`src/rtl/outputs_pingpong_buffer_if.sv`:
```
// Handshake bundle for the ping-pong output buffer: row input side,
// row output side and the per-bank status flags.
interface outputs_pingpong_buffer_if #(
    parameter int COLS       = 2,
    parameter int DATA_WIDTH = 16
);
    logic                         in_valid;
    logic                         in_ready;
    logic signed [DATA_WIDTH-1:0] in_data [COLS];
    logic                         cfg_transpose;
    logic                         out_valid;
    logic                         out_ready;
    logic signed [DATA_WIDTH-1:0] out_data [COLS];
    logic                         out_last;
    logic [1:0]                   bank_full;

    // Buffer side
    modport slave (
        input  in_valid, in_data, cfg_transpose, out_ready,
        output in_ready, out_valid, out_data, out_last, bank_full
    );

    // Producer / consumer side
    modport master (
        output in_valid, in_data, cfg_transpose, out_ready,
        input  in_ready, out_valid, out_data, out_last, bank_full
    );
endinterface

```
`src/rtl/outputs_pingpong_buffer.sv`:
```
// Double-buffered ROWSxCOLS result collector. One bank fills row by row
// while the other, completed matrix streams out one row per cycle, either
// as written or transposed (square shapes only).
module outputs_pingpong_buffer #(
    parameter int ROWS       = 2,
    parameter int COLS       = 2,
    parameter int DATA_WIDTH = 16
) (
    input  logic                          clk,
    input  logic                          rstn,
    input  logic                          clr,
    outputs_pingpong_buffer_if.slave      bus
);
    localparam int RW    = (ROWS > 1) ? $clog2(ROWS) : 1;
    localparam bit TR_OK = (ROWS == COLS);

    typedef logic signed [DATA_WIDTH-1:0] elem_t;

    elem_t          mem_q [2][ROWS][COLS];
    elem_t          mem_d [2][ROWS][COLS];
    logic           wr_bank_q, wr_bank_d;
    logic           rd_bank_q, rd_bank_d;
    logic [RW-1:0]  wr_row_q, wr_row_d;
    logic [RW-1:0]  rd_row_q, rd_row_d;
    logic [1:0]     full_q, full_d;
    logic [1:0]     tr_q, tr_d;

    logic           wr_fire, rd_fire;
    logic           wr_done, rd_done;
    elem_t          row_norm  [COLS];
    elem_t          row_trans [COLS];

    // Write and read never share a bank: writes need an empty bank,
    // reads need a full one, so both may fire in the same cycle.
    assign bus.in_ready  = !full_q[wr_bank_q];
    assign bus.out_valid = full_q[rd_bank_q];
    assign bus.bank_full = full_q;

    assign wr_fire = bus.in_valid && !full_q[wr_bank_q];
    assign rd_fire = full_q[rd_bank_q] && bus.out_ready;
    assign wr_done = wr_fire && (wr_row_q == RW'(ROWS - 1));

    // Transpose exists only for square shapes, so the final row index is
    // ROWS-1 in both readout modes.
    assign bus.out_last = full_q[rd_bank_q] && (rd_row_q == RW'(ROWS - 1));
    assign rd_done      = rd_fire && (rd_row_q == RW'(ROWS - 1));

    // Readout row: straight row of the read bank, or a column when the
    // matrix was tagged for transposed readout.
    for (genvar c = 0; c < COLS; c++) begin : g_out
        assign row_norm[c] = mem_q[rd_bank_q][rd_row_q][c];
        if (TR_OK) begin : g_tr
            assign row_trans[c] = mem_q[rd_bank_q][c][rd_row_q];
        end else begin : g_no_tr
            assign row_trans[c] = row_norm[c];
        end
        assign bus.out_data[c] = tr_q[rd_bank_q] ? row_trans[c] : row_norm[c];
    end

    // Next-state for pointers, bank flags and storage; clr wins over any
    // same-cycle transfer but leaves the storage alone.
    always_comb begin
        mem_d     = mem_q;
        wr_bank_d = wr_bank_q;
        rd_bank_d = rd_bank_q;
        wr_row_d  = wr_row_q;
        rd_row_d  = rd_row_q;
        full_d    = full_q;
        tr_d      = tr_q;

        if (clr) begin
            wr_bank_d = 1'b0;
            rd_bank_d = 1'b0;
            wr_row_d  = '0;
            rd_row_d  = '0;
            full_d    = 2'b00;
            tr_d      = 2'b00;
        end else begin
            if (wr_fire) begin
                for (int c = 0; c < COLS; c++) begin
                    mem_d[wr_bank_q][wr_row_q][c] = bus.in_data[c];
                end
                if (wr_done) begin
                    wr_row_d          = '0;
                    full_d[wr_bank_q] = 1'b1;
                    tr_d[wr_bank_q]   = bus.cfg_transpose && TR_OK;
                    wr_bank_d         = !wr_bank_q;
                end else begin
                    wr_row_d = wr_row_q + RW'(1);
                end
            end
            if (rd_fire) begin
                if (rd_done) begin
                    rd_row_d          = '0;
                    full_d[rd_bank_q] = 1'b0;
                    rd_bank_d         = !rd_bank_q;
                end else begin
                    rd_row_d = rd_row_q + RW'(1);
                end
            end
        end
    end

    // State registers; reset also zeroes storage so out_data reads 0.
    always_ff @(posedge clk or negedge rstn) begin
        if (!rstn) begin
            for (int b = 0; b < 2; b++) begin
                for (int r = 0; r < ROWS; r++) begin
                    for (int c = 0; c < COLS; c++) begin
                        mem_q[b][r][c] <= '0;
                    end
                end
            end
            wr_bank_q <= 1'b0;
            rd_bank_q <= 1'b0;
            wr_row_q  <= '0;
            rd_row_q  <= '0;
            full_q    <= 2'b00;
            tr_q      <= 2'b00;
        end else begin
            mem_q     <= mem_d;
            wr_bank_q <= wr_bank_d;
            rd_bank_q <= rd_bank_d;
            wr_row_q  <= wr_row_d;
            rd_row_q  <= rd_row_d;
            full_q    <= full_d;
            tr_q      <= tr_d;
        end
    end
endmodule

```
`src/flat_wrapper.sv`:
```
// flat-port wrapper written by rule: the top's interface ports become plain ports
module outputs_pingpong_buffer_flat 
#(
    parameter int ROWS       = 2,
    parameter int COLS       = 2,
    parameter int DATA_WIDTH = 16
)
  (clk, rstn, clr, bus_in_valid, bus_in_data, bus_cfg_transpose, bus_out_ready, bus_in_ready, bus_out_valid, bus_out_data, bus_out_last, bus_bank_full);
  outputs_pingpong_buffer_if #(.COLS(COLS), .DATA_WIDTH(DATA_WIDTH)) bus_i ();
  input  logic clk;
  input  logic rstn;
  input  logic clr;
  input wire logic [$bits(bus_i.in_valid)-1:0] bus_in_valid;
  input wire logic [$bits(bus_i.in_data)-1:0] bus_in_data;
  input wire logic [$bits(bus_i.cfg_transpose)-1:0] bus_cfg_transpose;
  input wire logic [$bits(bus_i.out_ready)-1:0] bus_out_ready;
  output wire logic [$bits(bus_i.in_ready)-1:0] bus_in_ready;
  output wire logic [$bits(bus_i.out_valid)-1:0] bus_out_valid;
  output wire logic [$bits(bus_i.out_data)-1:0] bus_out_data;
  output wire logic [$bits(bus_i.out_last)-1:0] bus_out_last;
  output wire logic [$bits(bus_i.bank_full)-1:0] bus_bank_full;
  assign bus_i.in_valid = bus_in_valid;
  assign bus_i.in_data = {>>{bus_in_data}};
  assign bus_i.cfg_transpose = bus_cfg_transpose;
  assign bus_i.out_ready = bus_out_ready;
  assign bus_in_ready = bus_i.in_ready;
  assign bus_out_valid = bus_i.out_valid;
  assign bus_out_data = {>>{bus_i.out_data}};
  assign bus_out_last = bus_i.out_last;
  assign bus_bank_full = bus_i.bank_full;
  outputs_pingpong_buffer #(.ROWS(ROWS), .COLS(COLS), .DATA_WIDTH(DATA_WIDTH)) u_core (.clk(clk), .rstn(rstn), .clr(clr), .bus(bus_i));
endmodule
```
`config.mk`:
```
export PLATFORM = sky130hd
export DESIGN_NAME = outputs_pingpong_buffer_flat
export DESIGN_NICKNAME = d
export VERILOG_FILES = /design/src/rtl/outputs_pingpong_buffer_if.sv /design/src/rtl/outputs_pingpong_buffer.sv /design/src/flat_wrapper.sv
export SDC_FILE = /design/constraint.sdc
export NUM_CORES = 1
export LEC_CHECK = 0
export CORE_MARGIN = 3
export CORE_UTILIZATION = 30
export DETAILED_ROUTE_END_ITERATION = 8
export SETUP_SLACK_MARGIN = 0.02
export SYNTH_ARGS = -nofsm -noshare
export SYNTH_HDL_FRONTEND = slang
export SYNTH_SLANG_ARGS = --single-unit
```
`constraint.sdc`:
```
create_clock -name clk -period 2.2 [get_ports clk]
set_input_delay 0.44 -clock clk [delete_from_list [all_inputs] [get_ports clk]]
set_output_delay 0.44 -clock clk [all_outputs]
set_load 0.01 [all_outputs]
```
Word-level counts from Yosys, hierarchy flattened
Index checks and enable logic that the tools add are counted.
- reduce and logical (&&, ||, !) cells: 19
- bitwise logic cells: 8
- mux-type cells: 56
- eq/ne operators: 0
- magnitude comparators: 10
- add/sub/neg operators: 2
- divide/modulo/power cells: 0
- shift operators: 0
- multipliers: 0
- operators with widths (kind ; count):
    $mux W64 ; 5
    $bwmux W128 ; 2
    $mux W16 ; 9
    $demux W64 S1 ; 2
    $mux W32 ; 4
    $demux W32 S1 ; 2
    $mux W1 ; 20
    $mux W2 ; 9
    $logic_and A1 B1 Y1 ; 9
    $ge A2 B2 Y1 const B ; 4
    $not A1 Y2 ; 4
    $reduce_bool A2 Y1 ; 4
    $reduce_and A2 Y1 ; 3
    $lt A1 B2 Y1 const B ; 2
    $lt A2 B1 Y1 const B ; 2
    $logic_not A1 Y1 ; 3
    $add A1 B1 Y1 const B ; 2
    $and A2 B2 Y2 ; 1
    $bwmux W2 ; 1
    $demux W1 S1 ; 2
    $ge A1 B1 Y1 const B ; 2
    $not A2 Y2 ; 1
    $or A2 B2 Y2 ; 1
    $not A1 Y1 ; 1
- output and inout bits: 37
- latch bits: 0
- bits of input ports: 38
- flip-flop bits (word level): 136
- bits in read-only memories: 0
- RAM bits: 0
- memories: 0
- word-level logic and storage cells: 109

Depth between registers and ports, before layout
Gate-level depths: netlist of run 1.
- word-level depth: 12
- depth in mapped cells: 7

Worst setup path after synthesis of run 1
No wires, ideal clock.
- kind: register to output
- start: reg u_core.rd_bank_q
- end: out bus_out_data[21]
- data arrival time: 1.460 ns
- setup slack: 0.300 ns
- cell stages (with the launch flop): 7
- cell sequence: dfrtp_1 -> buf_2 -> buf_2 -> buf_2 -> clkbuf_1 -> a211oi_1 -> a21oi_1
- cells in the longest elaborated chain, start to end: 8
- elaborated cells on any way between the ends: 13
- those cells by class: 12 x mux; 1 x bitwise
- RTL lines (item ; line ; source):
    from (decl) ; outputs_pingpong_buffer.sv:22 ; logic rd_bank_q, rd_bank_d;
    from (signal assigned) ; outputs_pingpong_buffer.sv:123 ; rd_bank_q <= rd_bank_d;
    $not A1 Y2 (implied by the code) ; outputs_pingpong_buffer.sv:51, outputs_pingpong_buffer.sv:53 ;
    $mux W64 (implied by the code) ; outputs_pingpong_buffer.sv:51, outputs_pingpong_buffer.sv:53 ;
    $mux W64 ; - ;
    $mux W64 (implied by the code) ; outputs_pingpong_buffer.sv:51, outputs_pingpong_buffer.sv:53 ;
    $mux W32 (implied by the code) or $mux W16 (tied branches) (3 in series) ; outputs_pingpong_buffer.sv:51, outputs_pingpong_buffer.sv:53 ;
    $mux W16 * ; outputs_pingpong_buffer.sv:57 ; assign bus.out_data[c] = tr_q[rd_bank_q] ? row_trans[c] : row_norm[c];
    to (decl) ; flat_wrapper.sv:19 ; output wire logic [$bits(bus_i.out_data)-1:0] bus_out_data;
Every way passes the cells marked *; elsewhere a longest branch is shown, timed or not. The select of a mux whose other input is x is not followed.

Worst setup path in the final report of run 1
- start: reg u_core.rd_bank_q
- end: out bus_out_data[26]
The elaborated chain is that of the path after synthesis.

==> results of run 1 <==
## repair_timing
item / in CTS / in global routing
endpoints found under the hold margin: 48 / 0
buffers inserted: 22 / 7
pin swaps: 20 / 15
endpoints found under the setup margin: 35 / 34
hold buffers: 1 / 0
gates resized for setup: 213 / 14
gates cloned: 3 / 0
## registers in the layout, indices dropped and copies added (netlist names)
register,flops
u_core.mem_q,128
u_core.tr_q,2
u_core.rd_bank_q,1
u_core.rd_row_q,1
u_core.wr_row_q,1
u_core.bus.bank_full,2
u_core.wr_bank_q,1
## cell type report
class	instances	share of cell area, %
diodes	1	0.02795
flip-flops and latches	136	38.11
clock buffers	21	5.255
clock inverters	11	1.649
well taps	280	3.913
inverters	4	0.1677
repair buffers	133	14.49
multi-input cells	323	36.38
## report_power, final
part | leakage [nW] | internal, mW | switching (mW) | total (mW)
Combinational | 2.10 | 1.30 | 0.877 | 2.17
Clock | 0.291 | 1.87 | 1.10 | 2.97
Sequential | 1.71 | 3.13 | 0.331 | 3.46
Total | 4.11 | 6.30 | 2.31 | 8.60
## critical path: stages, from the launching register on
cell	delay, ns
dfrtp_4	0.52
buf_12	0.15
buf_8	0.13
buf_8	0.12
mux2_4	0.29
mux2i_1	0.15
a21oi_1	0.11
buf_2	0.15
## logic make-up (layout without fill, tap and decap cells)
kind of cell    count (synthesis)  count (layout)
compound gates                 58              58
buf+inv                        41             169
flops                         136             136
mux                           213             213
other cells                     0               1
simple gates                   52              52
## placed cells by master (no fill, tap or decap), drive strengths merged, types with 16 or more instances in the layout
cell / n
a211oi: 16
a21oi: 22
buf: 91
clkbuf: 21
clkdlybuf4s50: 38
dfrtp: 136
mux2: 177
mux2i: 36
nand2: 21
nor2b: 16
o21ai: 20
## per-layer routing
layer  up-vias  global-route usage [%]
met5         -                       0
met4         2                   5.294
met3        23                   3.606
met2        88                   23.15
met1      2227                   18.31
li1       2032                       -
## worst max path at each step
stage,startpoint,endpoint,slack (ns),cells past startpoint
6_report,u_core.rd_bank_q$_DFFE_PN0P_,bus_out_data[26],-0.29,7
5_1_grt,u_core.rd_bank_q$_DFFE_PN0P_,bus_out_data[26],-0.38,7
4_1_cts,u_core.rd_bank_q$_DFFE_PN0P_,bus_out_data[14],-0.33,7
3_5_place_dp,u_core.rd_bank_q$_DFFE_PN0P_,bus_out_data[27],-0.22,6
3_3_place_gp,u_core.rd_bank_q$_DFFE_PN0P_,bus_out_data[5],-0.22,6
2_1_floorplan,u_core.rd_bank_q$_DFFE_PN0P_,bus_out_data[21],0.30,6
## stage by stage
stage	utilization, %	cells	instance area [um^2]	worst slack (ns)
final	40.90	909	8952	-0.2893
after global routing	40.90	909	8952	-0.3751
after CTS	40.80	906	8931	-0.3285
after detailed placement	36.50	851	7990	-0.2211
after global placement	36.50	851	7990	-0.2223
after floorplan	-	500	6719	0.2999
==> impl_results.md, run 1 <==
* Outcome: finished, violations left
* Failing checks: setup timing
* Cell area after synthesis at between 6000 and 7000 um^2
* Die width at about 160 um
* # setup viols final at 34
* Total global-route track usage at between 10% and 20%
* DRT Wirelength at 16.69 mm
* WHS Endpoint: u_core.mem_q[124]$_DFFE_PN0P_
* Uppermost layer routed: met5
* WP data required at approximately 1.8 ns
* Fraction of layout cells with a size suffix above 1 at a little over half
* Period utilization at 113.2%
* Crit path time final at between 2 and 2.5 ns
* Nets at 653
* Main combinational cell family by area after synthesis: multiplexers
* YS warnings at 0
* Clock skew at between 0.008 and 0.009 ns
* Worst hold start: u_core.mem_q[124]$_DFFE_PN0P_
* Yosys reg bits at ~140
* Clock sink total at about 140
* Worst Tran Pin Value at roughly 0.50 ns
* Synth cell count leaders: mux2_2 (147), dfrtp_1 (136), mux2i_1 (36)
* Post-Synthesis Cells at 500
* Largest cells by area after synthesis: dfrtp_1 (51%), mux2_2 (25%), mux2_4 (6.7%), mux2i_1 (5.4%), a211oi_1 (1.8%)
* Deepest clock path buffer count at 2
* HPWL after DPL at between 10 and 15 mm
* Antenna violations before repair at 2
* Number of routed nets with antenna violations at 0
* Total power draw at ~8.6 mW
* CTS Buf Count at 17
* Met1 wire length at 7.615 mm
* Cell taking the most area after synthesis: dfrtp_1
* Adder-Cell Fraction of Synth Area at 0%
* Net Count, Synth at approximately 540
* CP startpoint kind: flop
* Die Y at 155.7 um
* RSZ-0062 raised after global routing: yes
* WHS at 0.4955 ns
* Wire length per cell at 18.36 um
* DRT Pass-1 Iters at 7
* Sequential-to-total area share from yosys stat at 50.65%
* Met2 WL at about 8.1 mm
* Synth cell types at 25
* Register-to-Register Path Depth at 4
* Pin count of the biggest net entering global routing at 52
* Syn avg cell area at 13.44 um^2
* Ys flop type: dfrtp_1
* Final-layout fill cell count at roughly 2,100
* Die area at ~24,000 um^2
* FF/Latch Area at approximately 3400 um^2
* Fin. Hold Viols at 0
* Slew HR at between 60% and 70%
* Clk_lat worst skew at around 0.42 ns
* H-tree Lvls at 4
* Final Max Slew Viols at 0
* Worst r2r src: u_core.bus.bank_full[0]$_DFF_PN0_
* IO Port Bufs at 74
* Multi-input gate area at 3257 um^2
* Worst IR Drop VDD at 0.0004401 V
* Starting density of the core at a little under a third
* Max Cap Viol at 0
* DRC Markers at 0
* Critical Path End Type: primary output
* Slack of the critical path at -0.2893 ns
* Remaining Overflow, GRT at 0
* Multiplexer share of the synthesized area at a little under two fifths
* Fin Setup TNS at -7.221 ns
* Data arrival, critical path at 2.05 ns
* Area delta synth->final at 33.24%
* HP Class: reg2reg
* IO Count at 75
* Post-Synth XOR/XNOR Area at 0%
* DRT iter0 DRCs at 162
* P_leak at slightly above 4 nW
* Fmax at ~400 MHz
* EDFF count, synth at 0
* CTS tree: yes
* CORE AREA at about 22,000 um^2
* Synth async-reset ratio at 100.0%
* Metal3 WL at a little over 600 um
* Post-synth top area share at around 50%
* Vias/cell at 4.810
* GPL Wtd Cong at slightly above 0.8
* Crit-path max FO at 6
* R2r endpoint: u_core.mem_q[75]$_DFFE_PN0P_
* Vias at around 4,400
* Top-count cell post-synth: mux2_2
* Site Rows at 54
* Vias in the first global route at between 4,000 and 5,000
* WHS Path Cells at 1
* Pwr per Cell Area at approximately 960 nW/um^2
* Simple-gate portion of the synthesized area at 4.302%
* CTS clk-pin slew, worst paths at approximately 0.060 ns
* Reg2reg setup slack at 0.39 ns
* Complex-gate fraction of the synthesized area at just under 5%
* Worst Setup Path Type: reg2out
* Clk root buf: clkbuf_16
* First-pass GRT wire length at roughly 27 mm
Note: power is estimated with default switching activity, not from simulation.
==> run 2, diff against run 1 <==
--- a/config.mk
+++ b/config.mk
@@ -5,6 +5,7 @@
 export SDC_FILE = /design/constraint.sdc
 export NUM_CORES = 1
 export LEC_CHECK = 0
+export ABC_AREA = 1
 export CORE_MARGIN = 3
 export CORE_UTILIZATION = 30
 export DETAILED_ROUTE_END_ITERATION = 8
@@ -12,3 +13,4 @@
 export SYNTH_ARGS = -nofsm -noshare
 export SYNTH_HDL_FRONTEND = slang
 export SYNTH_SLANG_ARGS = --single-unit
+export TNS_END_PERCENT = 1
==> run 2 against run 1 <==
Compared with the run above: the flow still finishes with violations (setup timing); clock power decreased by 6%; count of clock-buffer cells in the layout increased by 2; non-clock buffer count decreased by 5; global-route usage increased by 4.0 points; fmax increased by 4.1%; via count increased by 50%; wire length increased by 34%; critical path type unchanged; utilization increased by 1.1 points; hold slack got worse by 0.48 ns.
==> impl_results.md, run 2 <==
* Pwr per Cell Area at 1045 nW/um^2 (was 960.7 nW/um^2)
* Number of routed nets with antenna violations at 0 (unchanged)
* Worst Setup Path Type: reg2out (unchanged)
* Die Y at 157.2 um (was 155.7 um)
* Clock skew at 0.006512 ns (was 0.008916 ns)
* Vias in the first global route at 6,302 (was 4,786)
* P_leak at 4.522 nW (was 4.107 nW)
* Worst IR Drop VDD at 0.0006253 V (was 0.0004401 V)
* CTS tree: yes (unchanged)
* Slew HR at 58.71% (was 66.53%)
* Outcome: finished, violations left (unchanged)
* Fin Setup TNS at -4.762 ns (was -7.221 ns)
* Sequential-to-total area share from yosys stat at 49.65% (was 50.65%)
* Nets at 1,056 (was 653)
* Period utilization at 108.6% (was 113.2%)
* Site Rows at 54 (unchanged)
* Worst Tran Pin Value at 0.6194 ns (was 0.5020 ns)
* Net Count, Synth at 971 (was 538)
* Placed Area at 8173 um^2 (was 7990 um^2)
* Clk root buf: clkbuf_16 (unchanged)
* Post-Synthesis Cells at 933 (was 500)
* DRT Pass-1 Iters at 5 (was 7)
* Remaining Overflow, GRT at 0 (unchanged)
* Pre-CTS setup slack at -0.2730 ns (was -0.2211 ns)
* YS warnings at 0 (unchanged)
* Register bank with the most flops: u_core.mem_q (unchanged)
* EDFF count, synth at 0 (unchanged)
* Pin count of the biggest net entering global routing at 67 (was 52)
* FF/Latch Area at 3406 um^2 (was 3412 um^2)
* Starting density of the core at 30.93% (was 30.69%)
* Vias at 6,548 (was 4,372)
* Ys flop type: dfrtp_1 (unchanged)
* Largest cells by area after synthesis: dfrtp_1 (50%), nand2_1 (20%), o21ai_0 (9.4%), nand3_1 (7.4%), inv_1 (3.3%) (was dfrtp_1 (51%), mux2_2 (25%), mux2_4 (6.7%), mux2i_1 (5.4%), a211oi_1 (1.8%))
* First-pass GRT wire length at 35.00 mm (was 26.73 mm)
* Die width at 157.2 um (was 155.7 um)
* Synth async-reset ratio at 100.0% (unchanged)
* Critical Path Source: u_core.rd_bank_q$_DFFE_PN0P_ (unchanged)
* Most frequent cells in the layout: nand2_1 (327), dfrtp_1 (134), o21ai_0 (96), nand3_1 (73), inv_1 (59) (was mux2_2 (141), dfrtp_1 (131), clkdlybuf4s50_1 (38), mux2_4 (36), buf_2 (31))
* Fin. Hold Viols at 0 (unchanged)
* Cell taking the most area after synthesis: dfrtp_1 (unchanged)
* Area delta synth->final at 35.91% (was 33.24%)
* H-tree Lvls at 4 (unchanged)
* WP data required at 1.76 ns (about the same)
* Worst r2r src: u_core.rd_bank_q$_DFFE_PN0P_ (was u_core.bus.bank_full[0]$_DFF_PN0_)
* IO Port Bufs at 74 (unchanged)
* GPL Wtd Cong at 0.8174 (was 0.8219)
* Total power draw at 9.731 mW (was 8.601 mW)
* CTS Buf Count at 17 (unchanged)
* Vias/cell at 4.998 (was 4.810)
* Syn avg cell area at 7.346 um^2 (was 13.44 um^2)
* CP startpoint kind: flop (unchanged)
* Synth cell types at 20 (was 25)
* CORE AREA at 22,160 um^2 (was 21,890 um^2)
* Clk_lat worst skew at 0.42 ns (about the same)
* # setup viols final at 32 (was 34)
* Post-synth top area share at 49.65% (was 50.65%)
* Failing checks: setup timing (unchanged)
* Clock sink total at 136 (unchanged)
* Yosys reg bits at 136 (unchanged)
* Deepest clock path buffer count at 2 (unchanged)
* DRT Wirelength at 22.41 mm (was 16.69 mm)
* Fmax at 418.4 MHz (was 401.7 MHz)
* Top-count cell post-synth: nand2_1 (was mux2_2)
* HPWL after DPL at 14.46 mm (was 10.73 mm)
* Most common cell after layout, fill and taps aside: nand2_1 (was mux2_2)
* Hold buffers post-CTS at 0 (was 1)
* WHS at 0.01249 ns (was 0.4955 ns)
* Total global-route track usage at 18.23% (was 14.21%)
* Fraction of layout cells with a size suffix above 1 at 21.17% (was 53.03%)
* Critical Path End Type: primary output (unchanged)
* CTS clk-pin slew, worst paths at 0.06 ns (about the same)
* Final-layout fill cell count at 2,220 (was 2,055)
* Cell area after synthesis at 6854 um^2 (was 6719 um^2)
* DRC Markers at 0 (unchanged)
* IO Count at 75 (unchanged)
* Reg2reg setup slack at 0.61 ns (was 0.39 ns)
* Crit path time final at 2.390 ns (was 2.489 ns)
* Die area at 24,700 um^2 (was 24,230 um^2)
* Crit-path max FO at 8 (was 6)
* Slack of the critical path at -0.1902 ns (was -0.2893 ns)
* Fin area at 9315 um^2 (was 8952 um^2)
* Max reg flops at 128 (unchanged)
* RSZ-0062 raised after global routing: yes (unchanged)
* Data arrival, critical path at 1.95 ns (was 2.05 ns)
* HP Class: in2async (was reg2reg)
* DRT iter0 DRCs at 582 (was 162)
* Final Max Slew Viols at 0 (unchanged)
* Antenna Cells at 0 (was 1)
* Synth cell count leaders: nand2_1 (370), dfrtp_1 (136), o21ai_0 (129) (was mux2_2 (147), dfrtp_1 (136), mux2i_1 (36))
* Wire length per cell at 17.11 um (was 18.36 um)
* Max Cap Viol at 0 (unchanged)
* Antenna violations before repair at 0 (was 2)
* Multi-input gate area at 3319 um^2 (was 3257 um^2)
[run 2: cell type report]
type | count | share of cell area [%]
clock buffers | 23 | 5.024
inverters | 62 | 2.552
multi-input cells | 673 | 35.63
clock inverters | 8 | 1.048
well taps | 280 | 3.761
flip-flops and latches | 136 | 36.56
repair buffers | 128 | 15.42
[run 2: metal layers]
metal / wire length, um / up-vias / global-route usage, %
met5: 0 / - / 0
met2: 10820 / 224 / 30.23
met4: 567 / 0 / 6.074
li1: - / 3154 / -
met1: 9848 / 3133 / 24.08
met3: 1172 / 37 / 3.409
[run 2: final timing paths]
kind,end,cells past startpoint
worst min register to register,u_core.mem_q[66]$_DFFE_PN0P_,2
worst max register to register,u_core.rd_bank_q$_DFFE_PN0P_,10
worst min-delay path,u_core.mem_q[60]$_DFFE_PN0P_,1
worst max-delay path,bus_out_data[21],8
max in group asynchronous,u_core.mem_q[18]$_DFFE_PN0P_,2
min in group clk,u_core.mem_q[66]$_DFFE_PN0P_,2
[run 2: per-stage QoR]
stage          utilization (%)  std cells
3_5_place_dp             36.88       1270
5_1_grt                  42.03       1310
6_report                 42.03       1310
2_1_floorplan                -        933
3_3_place_gp             36.88       1270
4_1_cts                  40.48       1307
[run 2: power breakdown]
group / internal [mW] / switching (mW)
sequential: 3.35 / 0.397
combinational: 1.35 / 1.84
clock: 1.72 / 1.08
total: 6.41 / 3.32
[run 2: kinds of logic after synthesis]
group	share of synthesized area, %
DFF	49.65
and+or+nand+nor	31.47
buffers and inverters	7.777
AOI/OAI and AO/OA	11.10
[run 2: repair_timing]
action | 4_1_cts | 5_1_grt
setup endpoints to repair | 35 | 33
setup buffers | 3 | 1
pin swaps | 7 | 17
gates resized for setup | 180 | 124
gates cloned | 3 | 2
[run 2: worst max-delay path: stages, from the launching register on]
cell      delay [ns]
dfrtp_2         0.45
buf_12          0.15
o21ai_4         0.21
clkinv_4        0.14
buf_16          0.17
nand2_1         0.08
nand3_2         0.11
nand2_2         0.10
buf_6           0.10
